--- config.mk ---
export PLATFORM = sky130hd
export DESIGN_NAME = conf_int_div_seq
export DESIGN_NICKNAME = d
export VERILOG_FILES = /design/src/rtl/conf_int_div_seq_pkg.sv /design/src/rtl/conf_int_div_seq_step.sv /design/src/rtl/conf_int_div_seq.sv
export SDC_FILE = /design/constraint.sdc
export NUM_CORES = 1
export LEC_CHECK = 0
export CAP_MARGIN = 0
export CORE_MARGIN = 5
export CORE_UTILIZATION = 51
export CTS_CLUSTER_DIAMETER = 80
export DETAILED_ROUTE_END_ITERATION = 16
export PLACE_DENSITY = 0.74
export SYNTH_ARGS = -nofsm -noshare
export SYNTH_HDL_FRONTEND = slang
export SYNTH_HIERARCHICAL = 1
export SYNTH_SLANG_ARGS = --single-unit
--- constraint.sdc ---
create_clock -name clk -period 3.55 [get_ports clk]
set_clock_uncertainty 0.05 [all_clocks]
set_input_delay 0.355 -clock clk [delete_from_list [all_inputs] [get_ports clk]]
set_output_delay 0.355 -clock clk [all_outputs]
set_load 0.01 [all_outputs]
--- src/rtl/conf_int_div_seq_pkg.sv ---
// Shared definitions for the configurable integer divider: FSM/mode encodings
// and the iteration-count helper used across the multiplier/divider family.
package conf_int_div_seq_pkg;

    typedef enum logic [1:0] {
        ST_IDLE = 2'd0,
        ST_CALC = 2'd1,
        ST_DONE = 2'd2
    } state_e;

    typedef enum logic {
        MODE_ACC = 1'b0,
        MODE_APX = 1'b1
    } mode_e;

    // Approximate mode drops the low apx_bits quotient iterations.
    function automatic int unsigned calc_iter(input mode_e mode,
                                              input int unsigned op_bits,
                                              input int unsigned apx_bits);
        if (mode == MODE_APX) begin
            return op_bits - apx_bits;
        end else begin
            return op_bits;
        end
    endfunction

endpackage

--- src/rtl/conf_int_div_seq_step.sv ---
// One restoring-division step: shift a dividend bit into the partial
// remainder, trial-subtract the divisor, keep or restore.
module conf_int_div_seq_step
    import conf_int_div_seq_pkg::*;
#(
    parameter int OP_BITWIDTH = 16
) (
    input  logic [OP_BITWIDTH:0]   rem_i,
    input  logic [OP_BITWIDTH-1:0] div_i,
    input  logic                   bit_i,
    output logic [OP_BITWIDTH:0]   rem_o,
    output logic                   q_bit_o
);

    logic [OP_BITWIDTH:0] shifted;
    logic [OP_BITWIDTH:0] diff;

    // rem_i < divisor always holds, so the shift cannot overflow and the
    // MSB of the difference is a clean sign bit.
    always_comb begin
        shifted = {rem_i[OP_BITWIDTH-1:0], bit_i};
        diff    = shifted - {1'b0, div_i};
        if (diff[OP_BITWIDTH] == 1'b0) begin
            rem_o   = diff;
            q_bit_o = 1'b1;
        end else begin
            rem_o   = shifted;
            q_bit_o = 1'b0;
        end
    end

endmodule

--- src/rtl/conf_int_div_seq.sv ---
// Sequential restoring divider with start/done handshake and an approximate
// mode that stops after the high quotient bits.
module conf_int_div_seq
    import conf_int_div_seq_pkg::*;
#(
    parameter int OP_BITWIDTH        = 16,
    parameter int DATA_PATH_BITWIDTH = 16,
    parameter int APX_BITS           = 8
) (
    input  logic                          clk,
    input  logic                          rst,
    input  logic                          racc,
    input  logic                          rapx,
    input  logic                          start,
    input  logic [DATA_PATH_BITWIDTH-1:0] a,
    input  logic [DATA_PATH_BITWIDTH-1:0] b,
    output logic                          busy,
    output logic                          done,
    output logic [DATA_PATH_BITWIDTH-1:0] q,
    output logic [DATA_PATH_BITWIDTH-1:0] r,
    output logic                          div_by_zero
);

    localparam int CNT_W = $clog2(OP_BITWIDTH + 1);

    state_e                        state_q, state_d;
    mode_e                         mode_q, mode_d;
    mode_e                         start_mode;
    logic [OP_BITWIDTH-1:0]        dvd_q, dvd_d;
    logic [OP_BITWIDTH-1:0]        div_q, div_d;
    logic [OP_BITWIDTH-1:0]        quo_q, quo_d;
    logic [OP_BITWIDTH:0]          rem_q, rem_d;
    logic [CNT_W-1:0]              cnt_q, cnt_d;
    logic                          busy_q, busy_d;
    logic                          done_q, done_d;
    logic [DATA_PATH_BITWIDTH-1:0] q_q, q_d;
    logic [DATA_PATH_BITWIDTH-1:0] r_q, r_d;
    logic                          dbz_q, dbz_d;

    logic [OP_BITWIDTH-1:0]        a_op, b_op;
    logic [OP_BITWIDTH:0]          step_rem;
    logic                          step_qbit;
    logic [OP_BITWIDTH-1:0]        quo_next;
    logic [DATA_PATH_BITWIDTH-1:0] q_calc, r_calc;

    assign a_op       = a[OP_BITWIDTH-1:0];
    assign b_op       = b[OP_BITWIDTH-1:0];
    assign start_mode = (!racc && rapx) ? MODE_APX : MODE_ACC;

    conf_int_div_seq_step #(
        .OP_BITWIDTH(OP_BITWIDTH)
    ) u_step (
        .rem_i   (rem_q),
        .div_i   (div_q),
        .bit_i   (dvd_q[OP_BITWIDTH-1]),
        .rem_o   (step_rem),
        .q_bit_o (step_qbit)
    );

    // Next-state, datapath and result computation.
    always_comb begin
        state_d  = state_q;
        mode_d   = mode_q;
        dvd_d    = dvd_q;
        div_d    = div_q;
        rem_d    = rem_q;
        quo_d    = quo_q;
        cnt_d    = cnt_q;
        q_d      = q_q;
        r_d      = r_q;
        dbz_d    = dbz_q;
        quo_next = {quo_q[OP_BITWIDTH-2:0], step_qbit};
        q_calc   = '0;
        r_calc   = '0;
        if (mode_q == MODE_APX) begin
            q_calc[OP_BITWIDTH-1:0] = quo_next << APX_BITS;
        end else begin
            q_calc[OP_BITWIDTH-1:0] = quo_next;
        end
        r_calc[OP_BITWIDTH-1:0] = step_rem[OP_BITWIDTH-1:0];

        case (state_q)
            ST_IDLE, ST_DONE: begin
                if (start && (b_op == '0)) begin
                    state_d                = ST_DONE;
                    q_d                    = '0;
                    q_d[OP_BITWIDTH-1:0]   = {OP_BITWIDTH{1'b1}};
                    r_d                    = '0;
                    r_d[OP_BITWIDTH-1:0]   = a_op;
                    dbz_d                  = 1'b1;
                end else if (start) begin
                    state_d = ST_CALC;
                    mode_d  = start_mode;
                    dvd_d   = a_op;
                    div_d   = b_op;
                    rem_d   = '0;
                    quo_d   = '0;
                    cnt_d   = CNT_W'(calc_iter(start_mode, OP_BITWIDTH, APX_BITS));
                end else begin
                    state_d = ST_IDLE;
                end
            end
            ST_CALC: begin
                rem_d = step_rem;
                quo_d = quo_next;
                dvd_d = dvd_q << 1;
                cnt_d = cnt_q - CNT_W'(1);
                if (cnt_q == CNT_W'(1)) begin
                    state_d = ST_DONE;
                    q_d     = q_calc;
                    r_d     = r_calc;
                    dbz_d   = 1'b0;
                end else begin
                    state_d = ST_CALC;
                end
            end
            default: begin
                state_d = ST_IDLE;
            end
        endcase

        busy_d = (state_d == ST_CALC);
        done_d = (state_d == ST_DONE);
    end

    // State, datapath and registered outputs; rst overrides everything.
    always_ff @(posedge clk) begin
        if (rst) begin
            state_q <= ST_IDLE;
            mode_q  <= MODE_ACC;
            dvd_q   <= '0;
            div_q   <= '0;
            rem_q   <= '0;
            quo_q   <= '0;
            cnt_q   <= '0;
            busy_q  <= 1'b0;
            done_q  <= 1'b0;
            q_q     <= '0;
            r_q     <= '0;
            dbz_q   <= 1'b0;
        end else begin
            state_q <= state_d;
            mode_q  <= mode_d;
            dvd_q   <= dvd_d;
            div_q   <= div_d;
            rem_q   <= rem_d;
            quo_q   <= quo_d;
            cnt_q   <= cnt_d;
            busy_q  <= busy_d;
            done_q  <= done_d;
            q_q     <= q_d;
            r_q     <= r_d;
            dbz_q   <= dbz_d;
        end
    end

    assign busy        = busy_q;
    assign done        = done_q;
    assign q           = q_q;
    assign r           = r_q;
    assign div_by_zero = dbz_q;

endmodule

==> results of run 1 <==
[cell usage in the layout, fill, tap and decap left out, types with 3 or more instances in the layout]
cell type        instances
a211oi_2                15
a21o_1                   7
a21oi_1                111
a221oi_1                 3
a31oi_1                  6
and2_1                   3
buf_4                   14
clkbuf_8                10
clkdlybuf4s50_1         70
dfxtp_1                104
ha_1                    17
inv_1                   22
mux2_2                  41
mux2i_1                 10
nand2_1                110
nand2b_1                 8
nand3_1                 38
nor2_1                  28
nor2b_1                 33
nor3_1                   5
o211ai_1                 3
o21ai_0                  4
or4_4                    3
xnor2_1                  8
xor2_1                   3
[flip-flops by register name (all words and copies together), names as in the netlist]
| register | count |
|---|---|
| div_q | 16 |
| dvd_q | 16 |
| q | 16 |
| r | 16 |
| rem_q | 16 |
| quo_q | 15 |
| cnt_q | 5 |
| state_q | 2 |
| busy | 1 |
| div_by_zero | 1 |
| done | 1 |
| mode_q | 1 |
[stage by stage]
step                instances  power (mW)  utilization [%]
global route              873        5.46             61.9
detailed placement        855        4.13             59.2
floorplan                 684        3.44                -
global placement          855        4.11             59.2
CTS                       871        5.00             61.3
finish                    873        5.08             61.9
[worst reg2reg max path: stages (launching register included)]
cell and delay, ns:
dfxtp_2 0.34, inv_2 0.06, ha_4 0.13, fa_2 0.21
nand2b_4 0.13, a21oi_2 0.05, o21a_1 0.21, o41a_1 0.44
nand4_1 0.12, nand2_2 0.07, ha_4 0.28, inv_2 0.07
or4_4 0.51, a2bb2oi_1 0.14, nand3_1 0.08, nand2_1 0.08
a21oi_2 0.17, mux2_4 0.16
[power groups by stage]
stage	Combinational (mW)	Sequential, mW	Clock (mW)
global route	3.09	1.43	0.937
finish	2.80	1.42	0.864
floorplan	2.03	1.40	0
CTS	2.70	1.41	0.888
global placement	2.67	1.44	0
detailed placement	2.69	1.44	0
[worst paths after layout]
path	from	to	slack [ns]	cells past startpoint
hold / removal	div_q[9]	div_q[9]	0.41	2
hold reg to reg	div_q[9]	div_q[9]	0.41	2
setup / recovery	dvd_q[15]	r[14]	0.18	17
setup reg to reg	dvd_q[15]	r[14]	0.18	17
[final cells by class]
type	count	area [um2]	area share (%)
Inverter	24	90.1	1.34
Clock buffer	10	138	2.04
Timing Repair Buffer	85	826	12.2
Multi-Input combinational cell	502	3300	48.9
Sequential cell	106	2120	31.5
Tap cell	140	175	2.60
Clock inverter	6	93.8	1.39
[metal layers]
metal | wire length, um | track usage [%] | vias to the layer above | share of wire (%)
met5 | 0 | 0 | - | 0
met4 | 185 | 5.41 | 0 | 1.3
met3 | 588 | 4.96 | 16 | 4.3
met2 | 7250 | 38.5 | 107 | 52
met1 | 5790 | 25.1 | 2355 | 42
li1 | - | - | 2457 | -
[timing repair]
action                     in CTS  in global routing
hold buffers                    0                  0
buffers inserted                0                  2
setup endpoints to repair       0                  4
resized for setup               0                 13
==> results.txt, run 1 <==
Status - complete, no violations
CP max-delay cell - or4_4
RSZ-0062 raised after global routing - no
Diodes inserted - 0
Tightest Hold Check Type - reg2reg
Clk sinks - 106
Syn_nets - 741
Critical-path cell list - inv_2 > ha_4 > fa_2 > nand2b_4 > a21oi_2 > o21a_1 > o41a_1 > nand4_1 > nand2_2 > ha_4 > inv_2 > or4_4 > a2bb2oi_1 > nand3_1 > nand2_1 > a21oi_2 > mux2_4
Die W - 116 um
Setup Viol. Count Final - 0
Layout cells sized above 1 - 15.4%
Maximum vdd drop - 0.000792 V
Largest net degree at the start of global routing - 104
Worst-Skew Late Latency - 0.38 ns
DRC Markers - 0
Vias after detailed routing - 4935
Setup TNS - 0 ns
CTS root buf - clkbuf_8
F_max - 0.297 GHz
Arrival time worst endpoint - 3.64 ns
Clock power frac - 17.0%
Placer Congestion - 0.853
Synth warn - 6
WS Path Type - reg2reg
Mapped Cells - 684
# Max-Cap Violations - 0
Relative slew slack - 22.6%
CTS Buf Count - 9
Placement row count - 38
CTS tree - done
WL final - 13800 um
Dpl cell area - 6440 um2
CTS clk-pin slew, worst paths - 0.11 ns
Min Hold Slack - 0.411 ns
Global route overflow - 0
Logic gate share of total power - 55.1%
Core Area - 10900 um2
Clk buf depth - 2
CP top delay family - compound AO/OA/AOI/OAI gates
Sw Share - 39.4%
First DRT Iteration DRCs - 320
Sequential cell fraction of total power - 27.9%
Die Area - 13400 um2
First drt pass iteration count - 5
Hold Vio Cnt, Final - 0
Period utilization - 94.8%
Avg Cell Area, Syn - 8.33 um2
Pins Over Slew Limit - 0
Sw power - 2.00 mW
Largest stage delay, worst path - 0.51 ns
CP Data Required Time - 3.82 ns
PD cells - 753 nW/um2
Worst setup SP type - flip-flop
Endpoint class of the critical path - flip-flop
CP max FO - 8
Area Growth Syn to Fin - 18.4%
Fin area - 6740 um2
Dpl hpwl - 9620 um
Initial antenna violation count - 0
Fill count - 953
Leakage Power - 2.60 nW
Post-route minimum period - 3.37 ns
Int Power - 3.08 mW
Wirelength per Cell - 15.8 um
First-pass GRT wire length - 22900 um
Worst-Margin Slew - 1.16 ns
Vias in the first global route - 4861
Vias per inst - 5.65
I/O Buffers - 71
WP buf/inv - 2
Mapped cell area - 5700 um2
Antenna-violating nets left - 0
Pre-CTS setup slack - 0.171 ns
I/O pin cnt - 72
Nets - 785
Total track usage - 21.1%
H-Tree Depth - 3
Die Y - 116 um
Initial Util - 52.3%
Setup ws final - 0.184 ns
Power figures use the tool's default switching activity.
==> run 2: changes to the inputs <==
- ABC_AREA: unset -> 1
- CORE_ASPECT_RATIO: unset -> 0.7
==> run 2 against run 1 <==
  * Largest power group unchanged
  * Count of clock-buffer cells in the layout fell by 1
  * Clock power rose by 15%
  * Highest routed layer unchanged
  * Final cell count increased by 25%
  * Flip-flop and latch count stayed put
  * Sequential share of layout area decreased by 0.93 points
==> results.txt, run 2 <==
Status - complete, no violations
H-Tree Depth - 3
Period utilization - 90.8%
Tightest Hold Check Type - reg2reg
Most common cell after layout, fill and taps aside - nand2_1
Fill count - 1072
CTS root buf - clkbuf_16
Setup TNS - 0 ns
Antenna-violating nets left - 0
Global route overflow - 0
Worst setup SP type - flip-flop
Multi-input gate area - 3230 um2
Placer Congestion - 0.931
Sw power - 2.29 mW
CP max FO - 12
Core Area - 11200 um2
Worst-Margin Slew - 0.694 ns
Cells after DPL - 1074
Leakage Power - 3.09 nW
Worst-Skew Late Latency - 0.35 ns
F_max - 0.310 GHz
Commonest non-fill, non-tap cells in the layout - nand2_1 (275), dfxtp_1 (106), nor2_1 (90)
Layout cells sized above 1 - 7.76%
Post-route minimum period - 3.22 ns
Pre-CTS setup slack - 0.345 ns
Area Growth Syn to Fin - 17.2%
Die Y - 100 um
Hold Vio Cnt, Final - 0
Wirelength per Cell - 14.1 um
Relative slew slack - 53.7%
Register Area - 2120 um2
Die W - 139 um
PD cells - 739 nW/um2
Sequential cell fraction of total power - 27.6%
Setup Viol. Count Final - 0
CTS tree - done
CTS Buf Count - 9
Initial antenna violation count - 0
Logic gate share of total power - 52.9%
Clk sinks - 106
Clk buf depth - 2
Largest net degree at the start of global routing - 70
# Max-Cap Violations - 0
Avg Cell Area, Syn - 6.64 um2
Fin area - 6940 um2
CTS clk-pin slew, worst paths - 0.08 ns
Mapped cell area - 5920 um2
WL final - 15500 um
I/O pin cnt - 72
Dpl hpwl - 10900 um
Setup ws final - 0.325 ns
RSZ-0062 raised after global routing - no
Synth warn - 6
Mapped Cells - 892
First DRT Iteration DRCs - 536
First-pass GRT wire length - 25200 um
Vias per inst - 5.20
Initial Util - 53.0%
Die Area - 13900 um2
WS Path Type - reg2reg
Vias after detailed routing - 5685
Vias in the first global route - 4991
Clock power frac - 19.4%
First drt pass iteration count - 5
Arrival time worst endpoint - 3.47 ns
Total track usage - 22.0%
Pins Over Slew Limit - 0
Diodes inserted - 0
Int Power - 2.84 mW
CP Data Required Time - 3.79 ns
I/O Buffers - 71
Min Hold Slack - 0.420 ns
Syn_nets - 949
Endpoint class of the critical path - flip-flop
Final Non-Filler Cells - 1094
Maximum vdd drop - 0.000379 V
Hold_buf cts - 0
Dpl cell area - 6610 um2
DRC Markers - 0
Placement row count - 32
Sw Share - 44.7%
Nets - 993
==> run 2: cell types whose count changed in the layout (fill, tap and decap cells not counted), moves of 11 or more <==
cell	change
nor2_1	+62
a21oi_1	-33
nand2_2	+11
nand3b_1	+32
a211oi_2	-15
inv_1	+46
mux2_2	-41
nor2b_1	-33
nand3_1	+49
o21ai_0	+17
nand2_1	+165
==> run 2: critical path, stage by stage, from the launching register on <==
cell and delay, ns:
dfxtp_1 0.35, inv_1 0.05, ha_1 0.21, fa_1 0.42, inv_1 0.12, nand3_1 0.08
nand3_1 0.13, nand3_1 0.11, nand3_1 0.13, nand2_1 0.06, nand3b_1 0.08, ha_1 0.38
clkinvlp_4 0.14, buf_4 0.19, buf_4 0.14, o21ai_1 0.16, nand2_1 0.11, nand2_1 0.11
nor2_1 0.05, nor2_1 0.11
==> run 2: worst paths after layout <==
kind              startpoint        to  slack, ns  depth (start not counted)
hold / removal      div_q[8]  div_q[8]       0.42                          2
setup reg to reg   dvd_q[15]      r[7]       0.33                         19
hold reg to reg     div_q[8]  div_q[8]       0.42                          2
setup / recovery   dvd_q[15]      r[7]       0.33                         19
==> run 2: layout make-up <==
type / count / area share, %
sequential: 106 / 30.6
tap: 153 / 2.76
inverter: 79 / 4.33
timing repair buffer: 84 / 11.6
clock buffer: 9 / 3.24
multi-input combinational: 656 / 46.5
clock inverter: 7 / 1.05
==> run 2: through the flow <==
step	power, mW	util (%)
finish	5.13	62.1
global route	5.54	62.1
CTS	4.91	61.8
detailed placement	3.90	59.2
global placement	3.88	59.2
floorplan	3.38	-
==> run 2: power groups by stage <==
stage	Combinational [mW]	Sequential, mW	Clock, mW
after detailed placement	2.46	1.45	0
after global placement	2.44	1.45	0
after CTS	2.47	1.42	1.02
final	2.72	1.42	0.997
after global routing	3.05	1.43	1.06
after floorplan	1.97	1.41	0
==> run 2: metal layers <==
metal | vias to the layer above | global-route usage, % | share of wire (%)
li1 | 2926 | - | -
met1 | 2572 | 33.4 | 51
met2 | 174 | 32.3 | 42
met3 | 13 | 3.62 | 6.0
met4 | 0 | 5.56 | 0.93
met5 | - | 0 | 0
==> run 2: timing repair <==
item	CTS	global route
endpoints found under the hold margin	0	0
endpoints found under the setup margin	0	4
gates resized for setup	0	1
setup buffers	0	4
